$ cat src/rtl/pwm_fader_pkg.sv
// Shared register map, CTRL bit layout, FSM encoding and step helper for the PWM duty fader.
// Pure declarations: no timing or flow control of its own.
package pwm_fader_pkg;

    localparam logic [4:0] REG_CTRL     = 5'd0;
    localparam logic [4:0] REG_TARGET   = 5'd1;
    localparam logic [4:0] REG_STEP     = 5'd2;
    localparam logic [4:0] REG_INTERVAL = 5'd3;
    localparam logic [4:0] REG_CURRENT  = 5'd4;
    localparam logic [4:0] REG_COUNT    = 5'd5;

    localparam int CTRL_EN     = 7;
    localparam int CTRL_IRQ_EN = 6;
    localparam int CTRL_BUSY   = 1;
    localparam int CTRL_DONE   = 0;

    localparam logic [4:0] PWM_DUTY_OFS = 5'd1;

    typedef enum logic [1:0] {
        ST_IDLE  = 2'b00,
        ST_WAIT  = 2'b01,
        ST_WRITE = 2'b10
    } state_t;

    typedef struct packed {
        logic en;
        logic irq_en;
        logic done;
    } ctrl_t;

    // A programmed step of 0 would stall the ramp forever, so it behaves as 1.
    function automatic logic [3:0] eff_step(input logic [3:0] step);
        return (step == 4'd0) ? 4'd1 : step;
    endfunction

endpackage

$ cat src/rtl/pwm_fader_step.sv
// Next-duty computation: moves current toward target by at most one step, clamping at target.
// Purely combinational, zero latency, no flow control.
module pwm_fader_step
    import pwm_fader_pkg::*;
(
    input  logic [6:0] current,
    input  logic [6:0] target,
    input  logic [3:0] step,
    output logic [6:0] next,
    output logic       at_target
);

    logic [6:0] step_ext;
    logic [6:0] diff;
    logic       up;

    // Distance is compared before any add/subtract, so the result never wraps past 0 or 127.
    always_comb begin
        step_ext  = {3'b000, eff_step(step)};
        up        = target > current;
        diff      = up ? (target - current) : (current - target);
        at_target = (current == target);
        next      = target;
        if (!at_target && (diff > step_ext)) begin
            next = up ? (current + step_ext) : (current - step_ext);
        end
    end

endmodule

$ cat src/rtl/pwm_fader.sv
// Ramps the PWM duty register toward a programmed target, one step per INTERVAL+1 ticks.
// One-cycle write issue from WRITE state; host CSR writes always win and stall the fader.
module pwm_fader
    import pwm_fader_pkg::*;
#(
    parameter logic [4:0] BASE_ADDR     = 5'h10,
    parameter logic [4:0] PWM_BASE_ADDR = 5'h08
) (
    input  logic       clk,
    input  logic       rst,
    input  logic [4:0] csr_a,
    input  logic [7:0] csr_di,
    input  logic       csr_we,
    output logic [7:0] csr_do,
    input  logic       tick_ce,
    output logic [4:0] pwm_csr_a,
    output logic [7:0] pwm_csr_di,
    output logic       pwm_csr_we,
    output logic       busy,
    output logic       irq
);

    localparam logic [4:0] DUTY_ADDR = PWM_BASE_ADDR + PWM_DUTY_OFS;

    state_t     state_q;
    state_t     state_d;
    ctrl_t      ctrl_q;
    logic [6:0] target_q;
    logic [6:0] current_q;
    logic [6:0] next_q;
    logic [6:0] step_next;
    logic [3:0] step_q;
    logic [7:0] interval_q;
    logic [7:0] cnt_q;
    logic [4:0] reg_ofs;
    logic       reg_hit;
    logic       reg_wr;
    logic       ctrl_wr;
    logic       duty_snoop;
    logic       en_eff;
    logic       step_at_target;
    logic       load_cnt;
    logic       dec_cnt;
    logic       load_next;
    logic       fader_we;
    logic       set_done;

    assign reg_ofs    = csr_a - BASE_ADDR;
    assign reg_hit    = (reg_ofs < REG_COUNT);
    assign reg_wr     = csr_we && reg_hit;
    assign ctrl_wr    = reg_wr && (reg_ofs == REG_CTRL);
    assign duty_snoop = csr_we && (csr_a == DUTY_ADDR);

    // Clearing EN takes effect on the write itself, so the FSM is IDLE the very next cycle.
    assign en_eff = ctrl_wr ? csr_di[CTRL_EN] : ctrl_q.en;

    pwm_fader_step u_step (
        .current   (current_q),
        .target    (target_q),
        .step      (step_q),
        .next      (step_next),
        .at_target (step_at_target)
    );

    always_ff @(posedge clk or posedge rst) begin
        if (rst) begin
            state_q <= ST_IDLE;
        end else begin
            state_q <= state_d;
        end
    end

    always_comb begin
        state_d   = state_q;
        load_cnt  = 1'b0;
        dec_cnt   = 1'b0;
        load_next = 1'b0;
        fader_we  = 1'b0;
        set_done  = 1'b0;
        if (!en_eff) begin
            state_d = ST_IDLE;
        end else begin
            case (state_q)
                ST_IDLE: begin
                    if (!step_at_target) begin
                        load_cnt = 1'b1;
                        state_d  = ST_WAIT;
                    end
                end
                ST_WAIT: begin
                    if (tick_ce) begin
                        if (cnt_q != 8'd0) begin
                            dec_cnt = 1'b1;
                        end else if (step_at_target) begin
                            // Target was moved onto the current duty mid-ramp: finish without a write.
                            set_done = 1'b1;
                            state_d  = ST_IDLE;
                        end else begin
                            load_next = 1'b1;
                            state_d   = ST_WRITE;
                        end
                    end
                end
                ST_WRITE: begin
                    if (!csr_we) begin
                        fader_we = 1'b1;
                        if (next_q == target_q) begin
                            set_done = 1'b1;
                            state_d  = ST_IDLE;
                        end else begin
                            load_cnt = 1'b1;
                            state_d  = ST_WAIT;
                        end
                    end
                end
                default: begin
                    state_d = ST_IDLE;
                end
            endcase
        end
    end

    always_ff @(posedge clk or posedge rst) begin
        if (rst) begin
            cnt_q  <= '0;
            next_q <= '0;
        end else begin
            if (load_cnt) begin
                cnt_q <= interval_q;
            end else if (dec_cnt) begin
                cnt_q <= cnt_q - 8'd1;
            end
            if (load_next) begin
                next_q <= step_next;
            end
        end
    end

    // Host snoop and fader write are mutually exclusive: a host write suppresses the fader.
    always_ff @(posedge clk or posedge rst) begin
        if (rst) begin
            current_q <= '0;
        end else if (fader_we) begin
            current_q <= next_q;
        end else if (duty_snoop) begin
            current_q <= csr_di[6:0];
        end
    end

    always_ff @(posedge clk or posedge rst) begin
        if (rst) begin
            target_q   <= '0;
            step_q     <= '0;
            interval_q <= '0;
        end else if (reg_wr) begin
            case (reg_ofs)
                REG_TARGET:   target_q   <= csr_di[6:0];
                REG_STEP:     step_q     <= csr_di[3:0];
                REG_INTERVAL: interval_q <= csr_di;
                default:      ;
            endcase
        end
    end

    // A completion in the same cycle as a DONE clear keeps DONE set.
    always_ff @(posedge clk or posedge rst) begin
        if (rst) begin
            ctrl_q <= '0;
        end else begin
            if (ctrl_wr) begin
                ctrl_q.en     <= csr_di[CTRL_EN];
                ctrl_q.irq_en <= csr_di[CTRL_IRQ_EN];
            end
            if (set_done) begin
                ctrl_q.done <= 1'b1;
            end else if (ctrl_wr && csr_di[CTRL_DONE]) begin
                ctrl_q.done <= 1'b0;
            end
        end
    end

    always_comb begin
        csr_do = '0;
        if (reg_hit) begin
            case (reg_ofs)
                REG_CTRL: begin
                    csr_do[CTRL_EN]     = ctrl_q.en;
                    csr_do[CTRL_IRQ_EN] = ctrl_q.irq_en;
                    csr_do[CTRL_BUSY]   = busy;
                    csr_do[CTRL_DONE]   = ctrl_q.done;
                end
                REG_TARGET:   csr_do = {1'b0, target_q};
                REG_STEP:     csr_do = {4'b0000, step_q};
                REG_INTERVAL: csr_do = interval_q;
                REG_CURRENT:  csr_do = {1'b0, current_q};
                default:      csr_do = '0;
            endcase
        end
    end

    assign pwm_csr_we = csr_we | fader_we;
    assign pwm_csr_a  = fader_we ? DUTY_ADDR : csr_a;
    assign pwm_csr_di = fader_we ? {1'b0, next_q} : csr_di;

    assign busy = (state_q != ST_IDLE);
    assign irq  = ctrl_q.done & ctrl_q.irq_en;

endmodule

$ cat config.mk
export PLATFORM = sky130hd
export DESIGN_NAME = pwm_fader
export DESIGN_NICKNAME = d
export VERILOG_FILES = /design/src/rtl/pwm_fader_pkg.sv /design/src/rtl/pwm_fader_step.sv /design/src/rtl/pwm_fader.sv
export SDC_FILE = /design/constraint.sdc
export NUM_CORES = 1
export LEC_CHECK = 0
export CAP_MARGIN = 20
export CELL_PAD_IN_SITES_DETAIL_PLACEMENT = 1
export CELL_PAD_IN_SITES_GLOBAL_PLACEMENT = 2
export CORE_MARGIN = 5
export CORE_UTILIZATION = 35
export CTS_CLUSTER_SIZE = 8
export DETAILED_ROUTE_END_ITERATION = 12
export MAX_ROUTING_LAYER = met4
export PLACE_DENSITY = 0.9
export SYNTH_ARGS = -nofsm -noshare
export SYNTH_HDL_FRONTEND = slang
export SYNTH_SLANG_ARGS = --single-unit
$ cat constraint.sdc
create_clock -name clk -period 4.5 [get_ports clk]
set_input_delay 1.35 -clock clk [delete_from_list [all_inputs] [get_ports clk]]
set_output_delay 1.35 -clock clk [all_outputs]
set_load 0.1 [all_outputs]
==> results.sh, run 1 <==
export IMPL_status="complete, no violations"
export IMPL_nets=518
export IMPL_antenna_found_initial=0
export IMPL_p_leak_nw=2.05
export IMPL_cts_setup_buffers=0
export IMPL_worst_path_buf_inv=2
export IMPL_cts_sinks=46
export IMPL_ir_drop_mv=0.218
export IMPL_nFillCells=1179
export IMPL_cts_tree="done"
export IMPL_core_um2=10200
export IMPL_vias=3305
export IMPL_worstPathMaxFanout=8
export IMPL_critical_path_endpoint_type="primary output"
export IMPL_chipWidth_um=112
export IMPL_drc=0
export IMPL_drive_gt1_share_pct=19.0
export IMPL_use_met1_pct=26.1
export IMPL_wl_per_cell_um=19.0
export IMPL_seq_area_frac_synth_pct=31.5
export IMPL_grt_pass1_vias=3619
export IMPL_drt_iter0_drc=135
export IMPL_maxSlewViolCount=0
export IMPL_yosysWarnings=0
export IMPL_root_buffer="clkbuf_8"
export IMPL_first_pass_iters=4
export IMPL_syn_area_um2=3650
export IMPL_synth_net_count=467
export IMPL_seq_area_um2=1150
export IMPL_grt_use_met2_pct=30.8
export IMPL_synth_edff_count=0
export IMPL_cts_max_level=2
export IMPL_maxCapViolCount=0
export IMPL_grt_overflow=0
export IMPL_syn_avg_cell_area_um2=8.76
export IMPL_top_usage_layer="met2"
export IMPL_cp_slowest_cell="clkdlybuf4s50_1"
export IMPL_grt_pass1_wl_um=19300
export IMPL_criticalPathCategory="in -> out"
export IMPL_drt_wl_total_um=11500
export IMPL_syn2layout_area_growth_pct=28.0
export IMPL_num_rows=37
export IMPL_viasPerCell=5.46
export IMPL_slew_headroom_pct=35.1
export IMPL_rsz0062_at_grt="yes"
export IMPL_multi_input_area_um2=2320
export IMPL_ant_nets=0
export IMPL_period_needed_ns=4.38
export IMPL_setup_viol=0
export IMPL_max_freq_mhz=229
export IMPL_clkTransAtPathRegs_ns=0.10
export IMPL_worst_pin_slew_ns=0.971
export IMPL_diodes=0
export IMPL_yosys_register_bits=46
export IMPL_max_stage_delay_ns=0.62
export IMPL_p_total_w=0.00229
export IMPL_synthCells=417
export IMPL_place_congestion=0.834
export IMPL_hold_class="reg -> reg"
export IMPL_start_util_pct=35.7
export IMPL_synth_flop_cell="dfrtp_1"
export IMPL_path_cells="clkdlybuf4s50_1 -> nor2b_1 -> nor2b_2 -> a22oi_1 -> nand2_1 -> buf_12"
export IMPL_io_buffers=40
export IMPL_io_pins=41
export IMPL_power_density_nw_per_um2=490
export IMPL_dieArea_um2=12600
export IMPL_ys_types=59
export IMPL_cts_buffer_depth=2
export IMPL_path_delay_family="buffers and inverters"
export IMPL_crit_required_ns=3.15
export IMPL_async_reset_ff_share_pct=100
export IMPL_final_area_um2=4670
export IMPL_fin_skew_ns=0.0116
export IMPL_clkLatencyLatePin_ns=0.31
export IMPL_dpl_hpwl_um=9000
export IMPL_grt_max_degree=47
export IMPL_fin_crit_sh_pct=97.2
export IMPL_start_kind="input port"
export IMPL_die_h_um=112
export IMPL_use_met3_pct=2.91
export IMPL_grt_usage_pct=19.3
export IMPL_cp_data_arrival_time_ns=3.03
export IMPL_cts_inserted_buffers=5
export IMPL_final_hold_viol_count=0
export IMPL_placed_area_um2=4520
[worst reg2reg max path, cell delays in order (launching register included)]
cell	delay [ns]
dfrtp_1	0.47
inv_1	0.10
ha_1	0.46
nand4_1	0.21
or2_1	0.28
o31a_1	0.48
nor3_1	0.10
a31o_2	0.24
xnor2_1	0.13
ha_1	0.33
and4_1	0.17
a21oi_1	0.19
a211oi_1	0.11
buf_12	0.19
a2111oi_0	0.40
a221o_1	0.17
[sequential cells by signal (all words and copies together) (netlist names)]
signal	count
current_q	7
cnt_q	8
state_q	2
target_q	7
interval_q	8
step_q	4
ctrl_q	3
next_q	7
[cells by family (layout without fill, tap and decap cells)]
logic type | after synthesis | in the layout | share of synthesized area [%]
compound gates | 93 | 93 | 17.0
xor+xnor | 24 | 24 | 5.76
fa+ha+maj | 33 | 33 | 11.9
buf+inv | 49 | 101 | 5.48
flops | 46 | 46 | 31.5
mux | 25 | 25 | 7.54
simple gates | 147 | 147 | 20.8
[final timing paths]
kind                                              start                      end  slack [ns]  cells after the start
min in group asynchronous                           rst     cnt_q[0]$_DFFE_PP0P_        1.26                      2
worst max-delay path                           csr_a[1]                csr_do[3]        0.12                      6
worst min-delay path              ctrl_q[0]$_DFFE_PP0P_    ctrl_q[0]$_DFFE_PP0P_        0.55                      1
worst max register to register  target_q[3]$_DFFE_PP0P_    next_q[5]$_DFFE_PP0P_        0.42                     15
max in group asynchronous                           rst  target_q[1]$_DFFE_PP0P_        2.79                      3
worst min register to register    ctrl_q[0]$_DFFE_PP0P_    ctrl_q[0]$_DFFE_PP0P_        0.55                      1
[metal layers]
| layer | share of wire [%] | routed length [um] | vias to the layer above |
|---|---|---|---|
| met5 | 0 | 0 | - |
| met4 | 1.8 | 210 | 0 |
| met3 | 4.0 | 458 | 19 |
| met2 | 48 | 5480 | 76 |
| met1 | 47 | 5360 | 1638 |
| li1 | - | - | 1572 |
[power breakdown]
| group | total, W | internal, W | switching [W] |
|---|---|---|---|
| combinational | 0.00132 | 0.000559 | 0.000761 |
| clock | 0.000322 | 0.000165 | 0.000157 |
| sequential | 0.000647 | 0.000512 | 0.000135 |
| total | 0.00229 | 0.00124 | 0.00105 |
[through the flow]
step / setup slack (ns) / hold WS [ns] / util [%] / instances / TNS (ns)
2_1_floorplan: -0.112 / 0.479 / - / 417 / -0.223
3_3_place_gp: 0.0518 / 0.521 / 44.2 / 596 / 0
3_5_place_dp: -0.00740 / 0.535 / 44.2 / 596 / -0.0112
4_1_cts: 0.00232 / 0.557 / 45.4 / 604 / 0
5_1_grt: -0.00979 / 0.577 / 45.7 / 605 / -0.00979
6_report: 0.125 / 0.547 / 45.7 / 605 / 0
[synth_stat cells, types with 2 or more instances]
library cell  count  share of area, %
nand2_1          47               4.8
dfrtp_1          46                32
a21oi_1          36               4.9
nor2_1           35               3.6
inv_1            33               3.4
ha_1             30                10
mux2_2           20               6.2
xnor2_1          13               3.1
nor2b_1          11               1.9
xor2_1           11               2.6
o21ai_0           9               1.2
a22oi_1           8               1.6
clkbuf_1          8              0.82
and2_1            7               1.2
buf_2             7              0.96
nand3_1           7              0.96
nor3_1            7              0.96
mux2i_1           5               1.4
o21a_1            5               1.0
a31o_2            4              0.96
o211ai_1          4              0.82
or3_1             4              0.69
a32oi_1           3              0.72
fa_1              3               1.6
nand2b_1          3              0.51
nand3b_1          3              0.62
nand4_1           3              0.51
nor4_1            3              0.51
o31ai_1           3              0.62
a211oi_1          2              0.41
a21boi_0          2              0.41
a21o_1            2              0.41
a221o_1           2              0.55
and4_1            2              0.48
nand4b_1          2              0.48
nor4bb_1          2              0.55
o22a_1            2              0.48
or2_2             2              0.34
[cells in the final DEF, fill, tap and decap left out, types with 13 or more instances in the layout]
cell type | netlist | routed
clkdlybuf4s50_1 | 0 | 17
inv_1 | 33 | 32
ha_1 | 30 | 30
buf_4 | 0 | 19
nor2_1 | 35 | 34
nand2_1 | 47 | 47
a21oi_1 | 36 | 35
dfrtp_1 | 46 | 46
mux2_2 | 20 | 20
buf_12 | 0 | 24
xnor2_1 | 13 | 13
[layout make-up]
class,instances,area share [%]
Multi-Input combinational cell,322,49.7
Sequential cell,46,24.6
Timing Repair Buffer,60,17.0
Tap cell,136,3.64
Inverter,33,2.65
Clock buffer,5,1.47
Clock inverter,3,0.964
[timing repair]
action | in CTS | in global routing
hold buffers | 0 | 0
resized for setup | 2 | 4
hold endpoints to repair | 0 | 0
endpoints found under the setup margin | 4 | 7
No activity file was read; power rests on OpenSTA's default activity.
==> run 2: changes to the inputs <==
--- a/config.mk
+++ b/config.mk
@@ -14,5 +14,5 @@
 export DETAILED_ROUTE_END_ITERATION = 12
 export MAX_ROUTING_LAYER = met4
-export PLACE_DENSITY = 0.9
+export PLACE_DENSITY_LB_ADDON = 0.1
 export SYNTH_ARGS = -nofsm -noshare
 export SYNTH_HDL_FRONTEND = slang
==> constraint.sdc (replaced) <==
create_clock -name clk -period 4.5 [get_ports clk]
set_input_delay 1.125 -clock clk [delete_from_list [all_inputs] [get_ports clk]]
set_output_delay 1.125 -clock clk [all_outputs]
set_load 0.05 [all_outputs]
==> run 2 against run 1 <==
Largest power group unchanged. Die area stayed put. Critical endpoint is now csr_do[6]. Cell count fell by 1.3%. Critical path depth fell by 1. Critical path type unchanged. Sequential cell count stayed put. Global-route usage decreased by 0.80 points. Sequential share of layout area up 1.2 points.
==> results.sh, run 2 (synthesis gave the netlist of run 1 again) <==
export IMPL_status="complete, no violations"
export IMPL_die_h_um=112
export IMPL_rsz0062_at_grt="no"
export IMPL_grt_max_degree=45
export IMPL_core_um2=10200
export IMPL_cts_buffer_depth=2
export IMPL_power_density_nw_per_um2=474
export IMPL_final_area_um2=4460
export IMPL_ant_nets=0
export IMPL_drt_iter0_drc=152
export IMPL_placed_area_um2=4350
export IMPL_post_cts_resized=0
export IMPL_grt_pass1_wl_um=18300
export IMPL_vias=3183
export IMPL_crit_required_ns=3.38
export IMPL_root_buffer="clkbuf_8"
export IMPL_clkLatencyLatePin_ns=0.30
export IMPL_cp_data_arrival_time_ns=3.06
export IMPL_grt_overflow=0
export IMPL_drive_gt1_share_pct=16.3
export IMPL_io_pins=41
export IMPL_hold_class="reg -> reg"
export IMPL_chipWidth_um=112
export IMPL_cts_hold_fix_buffers=0
export IMPL_fin_crit_sh_pct=92.9
export IMPL_p_leak_nw=1.96
export IMPL_viasPerCell=5.33
export IMPL_place_congestion=0.849
export IMPL_maxCapViolCount=0
export IMPL_nets=510
export IMPL_grt_usage_pct=18.5
export IMPL_nFillCells=1213
export IMPL_dieArea_um2=12600
export IMPL_cp_slowest_cell="or3b_2"
export IMPL_path_delay_family="simple AND/OR/NAND/NOR gates"
export IMPL_drt_wl_total_um=11100
export IMPL_clkTransAtPathRegs_ns=0.10
export IMPL_num_rows=37
export IMPL_diodes=0
export IMPL_final_hold_viol_count=0
export IMPL_io_buffers=40
export IMPL_wl_per_cell_um=18.6
export IMPL_fin_skew_ns=0.00883
export IMPL_worstPathMaxFanout=6
export IMPL_cts_sinks=46
export IMPL_worst_path_buf_inv=2
export IMPL_first_pass_iters=4
export IMPL_period_needed_ns=4.18
export IMPL_cts_inserted_buffers=5
export IMPL_cts_max_level=2
export IMPL_critical_path_endpoint_type="primary output"
export IMPL_max_freq_mhz=239
export IMPL_start_kind="input port"
export IMPL_reg_largest_list="cnt_q x8, interval_q x8"
export IMPL_grt_pass1_vias=3321
export IMPL_drc=0
export IMPL_max_stage_delay_ns=0.55
export IMPL_cts_setup_buffers=0
export IMPL_syn2layout_area_growth_pct=22.2
export IMPL_criticalPathCategory="in -> out"
export IMPL_ir_drop_mv=0.205
export IMPL_antenna_found_initial=0
export IMPL_final_common_cell="nand2_1"
export IMPL_maxSlewViolCount=0
export IMPL_fin_setup_tns_ns=0
export IMPL_final_cell_mix="nand2_1, dfrtp_1, a21oi_1, nor2_1, inv_1"
export IMPL_cts_tree="done"
export IMPL_setup_viol=0
export IMPL_dpl_hpwl_um=9100
export IMPL_worst_pin_slew_ns=0.951
export IMPL_path_cells="clkdlybuf4s50_1 -> or3b_2 -> nor2b_1 -> a221o_1 -> buf_12"
export IMPL_slew_headroom_pct=36.1
export IMPL_start_util_pct=35.7
==> run 2: final cells by class <==
| type | count | area, um^2 | area share [%] |
|---|---|---|---|
| tap | 136 | 170 | 3.81 |
| clock inverter | 3 | 25.0 | 0.561 |
| timing repair buffer | 52 | 623 | 14.0 |
| sequential | 46 | 1150 | 25.8 |
| clock buffer | 5 | 68.8 | 1.54 |
| inverter | 33 | 124 | 2.78 |
| multi-input combinational | 322 | 2300 | 51.6 |
==> run 2: routing by layer <==
metal,vias up,track usage [%],wire length (um)
li1,1556,-,-
met1,1581,27.1,5740
met2,44,28.0,5030
met3,2,2.75,314
met4,0,2.16,40
met5,-,-,0
==> run 2: report_power, final <==
part           switching (W)  internal [W]  leakage [nW]  total (W)
clock               0.000154      0.000112        0.0447   0.000267
combinational       0.000688      0.000513          1.35    0.00120
sequential          0.000135      0.000512         0.572   0.000648
total               0.000977       0.00114          1.96    0.00212
==> run 2: path summary, 6_finish.rpt <==
path                                                start                        end  slack [ns]  cells past startpoint
worst max-delay path                             csr_a[4]                  csr_do[6]        0.32                      5
worst min-delay path            interval_q[5]$_DFFE_PP0P_  interval_q[5]$_DFFE_PP0P_        0.55                      1
worst max register to register    target_q[4]$_DFFE_PP0P_      next_q[5]$_DFFE_PP0P_        0.34                     15
worst min register to register  interval_q[5]$_DFFE_PP0P_  interval_q[5]$_DFFE_PP0P_        0.55                      1
max in group asynchronous                             rst      next_q[5]$_DFFE_PP0P_        3.06                      3
min in group asynchronous                             rst     state_q[0]$_DFFE_PP0P_        1.01                      2
==> run 2: through the flow <==
step | setup slack, ns | util, % | hold WS [ns] | total power (W) | cells
after CTS | 0.330 | 43.4 | 0.560 | 0.00213 | 596
after global routing | 0.0384 | 43.6 | 0.579 | 0.00231 | 597
after floorplan | 0.608 | - | 0.479 | 0.00149 | 417
after global placement | 0.372 | 42.5 | 0.529 | 0.00182 | 588
after detailed placement | 0.338 | 42.5 | 0.538 | 0.00185 | 588
final | 0.317 | 43.6 | 0.554 | 0.00212 | 597
